--- config.mk ---
export PLATFORM = sky130hd
export DESIGN_NAME = dm_access_arbiter
export DESIGN_NICKNAME = d
export VERILOG_FILES = /design/src/rtl/dm_access_arbiter.sv
export SDC_FILE = /design/constraint.sdc
export NUM_CORES = 1
export LEC_CHECK = 0
export ABC_CLOCK_PERIOD_IN_PS = 6000
export BUFFER_PORTS_ARGS = -buffer_cell sky130_fd_sc_hd__buf_2
export CAP_MARGIN = 25
export CORE_AREA = 2 2 118 120
export CTS_BUF_LIST = sky130_fd_sc_hd__clkbuf_8
export CTS_CLUSTER_SIZE = 10
export DETAILED_ROUTE_END_ITERATION = 10
export DIE_AREA = 0 0 120 122
export GPL_TIMING_DRIVEN = 0
export PLACE_DENSITY = 0.74
export SETUP_SLACK_MARGIN = 0.1
export SLEW_MARGIN = 20
export SYNTH_ARGS = -nofsm -noshare
export SYNTH_HDL_FRONTEND = slang
export SYNTH_SLANG_ARGS = --single-unit
--- constraint.sdc ---
create_clock -name clk -period 6 [get_ports clk]
set_input_delay 1.8 -clock clk [delete_from_list [all_inputs] [get_ports clk]]
set_output_delay 1.8 -clock clk [all_outputs]
set_load 0.1 [all_outputs]
--- src/rtl/dm_access_arbiter.sv ---
`default_nettype none
// +----------------------------------------------------------------------------+
// | dm_access_arbiter                                                          |
// | Shares the data-memory port between the M-stage CPU access and an external |
// | requester; sequences multi-cycle accesses and stalls the pipeline.         |
// | Revision: 1.0                                                              |
// +----------------------------------------------------------------------------+
module dm_access_arbiter #(
  parameter int MEM_LAT    = 2,
  parameter int STARVE_MAX = 4
) (
  input  logic        clk,
  input  logic        reset,
  input  logic        cpu_req,
  input  logic [31:0] cpu_addr,
  input  logic [3:0]  cpu_byte_en,
  input  logic [31:0] cpu_wdata,
  output logic [31:0] cpu_rdata,
  output logic        cpu_stall,
  input  logic        ext_req,
  input  logic [31:0] ext_addr,
  input  logic [3:0]  ext_byte_en,
  input  logic [31:0] ext_wdata,
  output logic [31:0] ext_rdata,
  output logic        ext_ack,
  output logic        mem_en,
  output logic [31:0] mem_addr,
  output logic [3:0]  mem_byte_en,
  output logic [31:0] mem_wdata,
  input  logic [31:0] mem_rdata
);

  localparam int CNT_W = (MEM_LAT > 1) ? $clog2(MEM_LAT) : 1;
  localparam int STV_W = $clog2(STARVE_MAX + 1);
  localparam logic [CNT_W-1:0] CNT_INIT = CNT_W'(MEM_LAT - 1);
  localparam logic [STV_W-1:0] STV_LIMIT = STV_W'(STARVE_MAX);

  typedef enum logic [1:0] {
    S_IDLE = 2'd0,
    S_BUSY = 2'd1,
    S_DONE = 2'd2
  } state_e;

  typedef enum logic {
    OWN_CPU = 1'b0,
    OWN_EXT = 1'b1
  } owner_e;

  state_e            state_q, state_d;
  owner_e            owner_q, owner_d;
  logic [CNT_W-1:0]  cnt_q, cnt_d;
  logic [STV_W-1:0]  starve_q, starve_d;
  logic [31:0]       addr_q, addr_d;
  logic [3:0]        be_q, be_d;
  logic [31:0]       wdata_q, wdata_d;
  logic [31:0]       rdata_q, rdata_d;
  logic              ext_wins;

  // EXT takes the grant when alone, or when it has lost often enough.
  assign ext_wins = ext_req && (!cpu_req || (starve_q >= STV_LIMIT));

  always_comb begin
    state_d  = state_q;
    owner_d  = owner_q;
    cnt_d    = cnt_q;
    starve_d = starve_q;
    addr_d   = addr_q;
    be_d     = be_q;
    wdata_d  = wdata_q;
    rdata_d  = rdata_q;
    case (state_q)
      S_IDLE: begin
        if (!ext_req || ext_wins) begin
          starve_d = '0;
        end else if (starve_q < STV_LIMIT) begin
          starve_d = starve_q + STV_W'(1);
        end
        if (cpu_req || ext_req) begin
          owner_d = ext_wins ? OWN_EXT : OWN_CPU;
          addr_d  = ext_wins ? ext_addr    : cpu_addr;
          be_d    = ext_wins ? ext_byte_en : cpu_byte_en;
          wdata_d = ext_wins ? ext_wdata   : cpu_wdata;
          cnt_d   = CNT_INIT;
          state_d = S_BUSY;
        end
      end
      S_BUSY: begin
        if (cnt_q == '0) begin
          rdata_d = mem_rdata;
          state_d = S_DONE;
        end else begin
          cnt_d = cnt_q - CNT_W'(1);
        end
      end
      S_DONE:  state_d = S_IDLE;
      default: state_d = S_IDLE;
    endcase
  end

  always_ff @(posedge clk or posedge reset) begin
    if (reset) begin
      state_q  <= S_IDLE;
      owner_q  <= OWN_CPU;
      cnt_q    <= '0;
      starve_q <= '0;
      addr_q   <= '0;
      be_q     <= '0;
      wdata_q  <= '0;
      rdata_q  <= '0;
    end else begin
      state_q  <= state_d;
      owner_q  <= owner_d;
      cnt_q    <= cnt_d;
      starve_q <= starve_d;
      addr_q   <= addr_d;
      be_q     <= be_d;
      wdata_q  <= wdata_d;
      rdata_q  <= rdata_d;
    end
  end

  logic cpu_done;
  logic ext_done;

  assign cpu_done    = (state_q == S_DONE) && (owner_q == OWN_CPU);
  assign ext_done    = (state_q == S_DONE) && (owner_q == OWN_EXT);
  assign cpu_stall   = cpu_req && !cpu_done;
  assign cpu_rdata   = cpu_done ? rdata_q : 32'h0;
  assign ext_ack     = ext_done;
  assign ext_rdata   = ext_done ? rdata_q : 32'h0;
  assign mem_en      = (state_q == S_BUSY);
  assign mem_addr    = addr_q;
  assign mem_wdata   = wdata_q;
  assign mem_byte_en = mem_en ? be_q : 4'h0;

endmodule
`default_nettype wire

## Word-level counts from Yosys, hierarchy flattened

Cells that the tools add are included.

- Register bits: 107

- Equality and inequality tests: 4
- Bitwise gates (word level): 2
- Mux-type cells: 15
- Reductions and logical operators: 18
- Add/subtract/negate cells: 2
- Magnitude comparators: 2

Operators with widths:

| operator | count |
|---|---|
| 32-bit two-way mux | 4 |
| 2-bit AND reduction | 5 |
| 4-bit two-way mux | 2 |
| 3-bit two-way mux | 2 |
| 1-bit logical AND | 4 |
| 2-bit two-way mux | 2 |
| 2-bit inequality test (second input constant) | 2 |
| 2-bit case mux with 2 select lines | 1 |
| 2-bit nonzero test | 2 |
| 3-bit by 1-bit adder with 3-bit output (second input constant) | 1 |
| 3-bit greater-or-equal comparator (second input constant) | 1 |
| 1-bit logical NOT | 3 |
| 1-bit logical OR | 3 |
| 3-bit < comparator (second input constant) | 1 |
| 1-bit two-way mux | 3 |
| 2-bit by 1-bit equality test with 1-bit output (second input constant) | 1 |
| 2-bit equality test (second input constant) | 1 |
| 2-bit logical NOT | 1 |
| 1-bit inverter | 2 |
| 1-bit case mux with 2 select lines | 1 |
| 1-bit subtractor (second input constant) | 1 |

## Longest topological paths before layout

- Word-level depth: 6
- Mapped depth: 8
- Depth with buffers taken out: 3

## Worst setup path after synthesis

No wires, ideal clock.

- Path kind: input port to output port
- Start: input port cpu_req
- End: output port cpu_stall
- Required time: 4200 ps
- Arrival: 3134 ps
- Slack: 1066 ps
- Stages on the path: 1
- Path through: nor2b_1

- Cells in the longest elaborated chain, start to end: 1

Ends and longest elaborated chain:

| item | RTL line | source |
|---|---|---|
| start, declared | 14 | `input logic cpu_req,` |
| 1-bit logical AND | 127 | `assign cpu_stall = cpu_req && !cpu_done;` |
| end, declared | 19 | `output logic cpu_stall,` |

Every way passes these cells.

## Worst setup path after layout

Ends and elaborated chain as after synthesis.

==> run metrics <==
status=complete, no violations; clk_lat worst skew=0.38 ns; final setup vio count=0; Layout area overhead=37.2%; Setup Crit Path Kind=input pin to primary output; Simple-Gate Fraction of Synth Area=16.2%; DP HPWL=13500 um; commonest cells after routing, fill and taps aside=buf_2 (314), dfrtp_1 (107), o21ai_0 (72), and2_1 (70), nand3_1 (70); Rel. slew slack=41.4%; Highest Clock Rate=0.233 GHz; Worst-path clk slew=0.10 ns; Avg Cell Area, Syn=9.37 um^2; post-layout min period=4.29 ns; setup bufs post-CTS=0; top-level I/O count=307; share of the yosys chip area belonging to registers=50.0%; Clock Path Buffers=2; # hold bufs at CTS=0; most common cell after layout, fill and taps aside=buf_2; Post-Synthesis Cells=572; routed len/inst=16.6 um; core area=0.0135 mm^2; worst-path cell chain=buf_2 -> nor2b_1 -> buf_2; Worst setup SP type=input pin; largest net degree at the start of global routing=72; Die Ht=122 um; first-pass GRT wire length=27300 um; Chip Width=120 um; 1st-iter DRT viols=334; gpl congestion=0.843; syn nets=745; post-synthesis adder-cell area fraction=0.233%; Congestion Overflow GR=0; Site Rows=43; initial antenna violation count=2; Synth Warn #=0; Die Footprint=0.0146 mm^2; layout cells sized above 1=41.7%; Reg2Reg Setup Slack=3.98 ns; Final Max Tran Viols=0; Clock Skews=0.0165 ns; vias in the first global route=5313; Syn Std Cell Area=0.00536 mm^2; Vias/cell=5.25; slowest cell on the critical path=buf_2; detailed-route DRC error count=0; Final Cycle Share=71.5%; ranking of synthesized cells by area=dfrtp_1 (50%), and2_1 (8.2%), a31oi_1 (7.9%); compound-gate portion of the synthesized area=21.2%; Yosys top cell by area=dfrtp_1; PostCTS Resize Cnt=0; drt pass-1 iters=4; slowest stage delay, CP=0.44 ns; Sum Neg Setup Slack=0 ns; worst-margin pin slew=0.876 ns; max_cap viols=0; root buffer cell=clkbuf_8; post-synth cell types=24; CP Capture Type=primary output; most used cell, CP=buf_2; largest fanout on the critical path=4; WL final=17800 um; I/O Buffers=305; Initial Utilization=39.7%; CP Data Required Time=4.20 ns; Vias=5645; CTS buffer count=9; multiplexer area fraction after synthesis=6.72%; largest family of logic cells by synthesized area=compound AO/OA/AOI/OAI gates; xor/xnor share of the synthesized area=0%; Yosys reg bits=107; unrepaired setup endpoints after global routing=no; clk sink count=107; worst path arrival time=2.49 ns; Fillers=1304; CTS tree=yes; remaining antenna violation count=0; nets=1062; H-tree Lvls=3; Total Routing Usage GR=23.7%; Synth top area share=50.0%; class of the worst hold path=flip-flop to flip-flop; Hold Vio Cnt, Final=0
==> per-stage QoR <==
step | util (%) | setup slack (ns) | cell area [um^2] | std cells | hold WS, ns
floorplan | - | 1.07 | 5360 | 572 | 0.446
global placement | 52.7 | 0.101 | 7110 | 1057 | 0.455
detailed placement | 52.9 | 1.71 | 7140 | 1058 | 0.474
CTS | 54.4 | 1.72 | 7350 | 1074 | 0.500
global route | 54.4 | 1.59 | 7350 | 1075 | 0.536
finish | 54.4 | 1.71 | 7350 | 1075 | 0.493
==> state kept, by name, indices dropped and copies added, names as in the netlist <==
register and flops:
be_q 4, mem_addr 32, cnt_q 1, rdata_q 32, state_q 2, owner_q 1
starve_q 3, mem_wdata 32
==> kinds of logic after synthesis <==
| logic type | after synthesis |
|---|---|
| AOI/OAI and AO/OA | 209 |
| and+or+nand+nor | 155 |
| adders and majority gates | 1 |
| DFF | 107 |
| buffers and inverters | 68 |
| muxes | 32 |
==> Yosys cell counts (all sizes together) <==
library cell and n:
or2 2, a32o 1, dfrtp 107, ha 1, a31oi 68, clkbuf 47, a21oi 68, nor2b 3
and2 70, mux2 32, nand3 70, nand2 6, nor2 1, o21ai 72, nor3b 1, and3b 1
buf 17, inv 4, nand2b 1
==> layout make-up <==
class | instances | area [um^2] | share of cell area [%]
Clock inverter | 7 | 82.6 | 1.12
Buffer | 64 | 289 | 3.93
Antenna cell | 1 | 2.50 | 0.0340
Tap cell | 180 | 225 | 3.06
Timing Repair Buffer | 306 | 1550 | 21.1
Clock buffer | 9 | 124 | 1.68
Sequential cell | 107 | 2680 | 36.4
Multi-Input combinational cell | 397 | 2380 | 32.3
Inverter | 4 | 20.0 | 0.272
==> worst max-delay path, delay by kind of cell <==
kind | cells | cell delay (ns)
buf+inv | 2 | 0.56
simple gates | 1 | 0.13
==> final timing paths <==
kind | start | endpoint | cells past startpoint
min | cnt_q$_DFFE_PP0P_ | state_q[0]$_DFFE_PP0P_ | 2
max in group asynchronous | reset | mem_addr[15]$_DFFE_PP0P_ | 3
min in group asynchronous | reset | rdata_q[28]$_DFFE_PP0P_ | 2
max | cpu_req | cpu_stall | 3
min reg2reg | cnt_q$_DFFE_PP0P_ | state_q[0]$_DFFE_PP0P_ | 2
max reg2reg | starve_q[2]$_DFFE_PP0P_ | mem_addr[17]$_DFFE_PP0P_ | 6
==> routing by layer <==
| metal | vias up | share of wire, % | wire length, um | track usage (%) |
|---|---|---|---|---|
| met1 | 2647 | 40 | 7150 | 28.6 |
| met4 | 2 | 1.7 | 306 | 7.43 |
| met2 | 278 | 51 | 9090 | 42.6 |
| li1 | 2692 | - | - | - |
| met3 | 26 | 7.0 | 1240 | 4.82 |
| met5 | - | 0.062 | 11 | 0 |
Power is not shown: default switching activity piles up to over one toggle a cycle in this logic, so the estimate is an artifact.
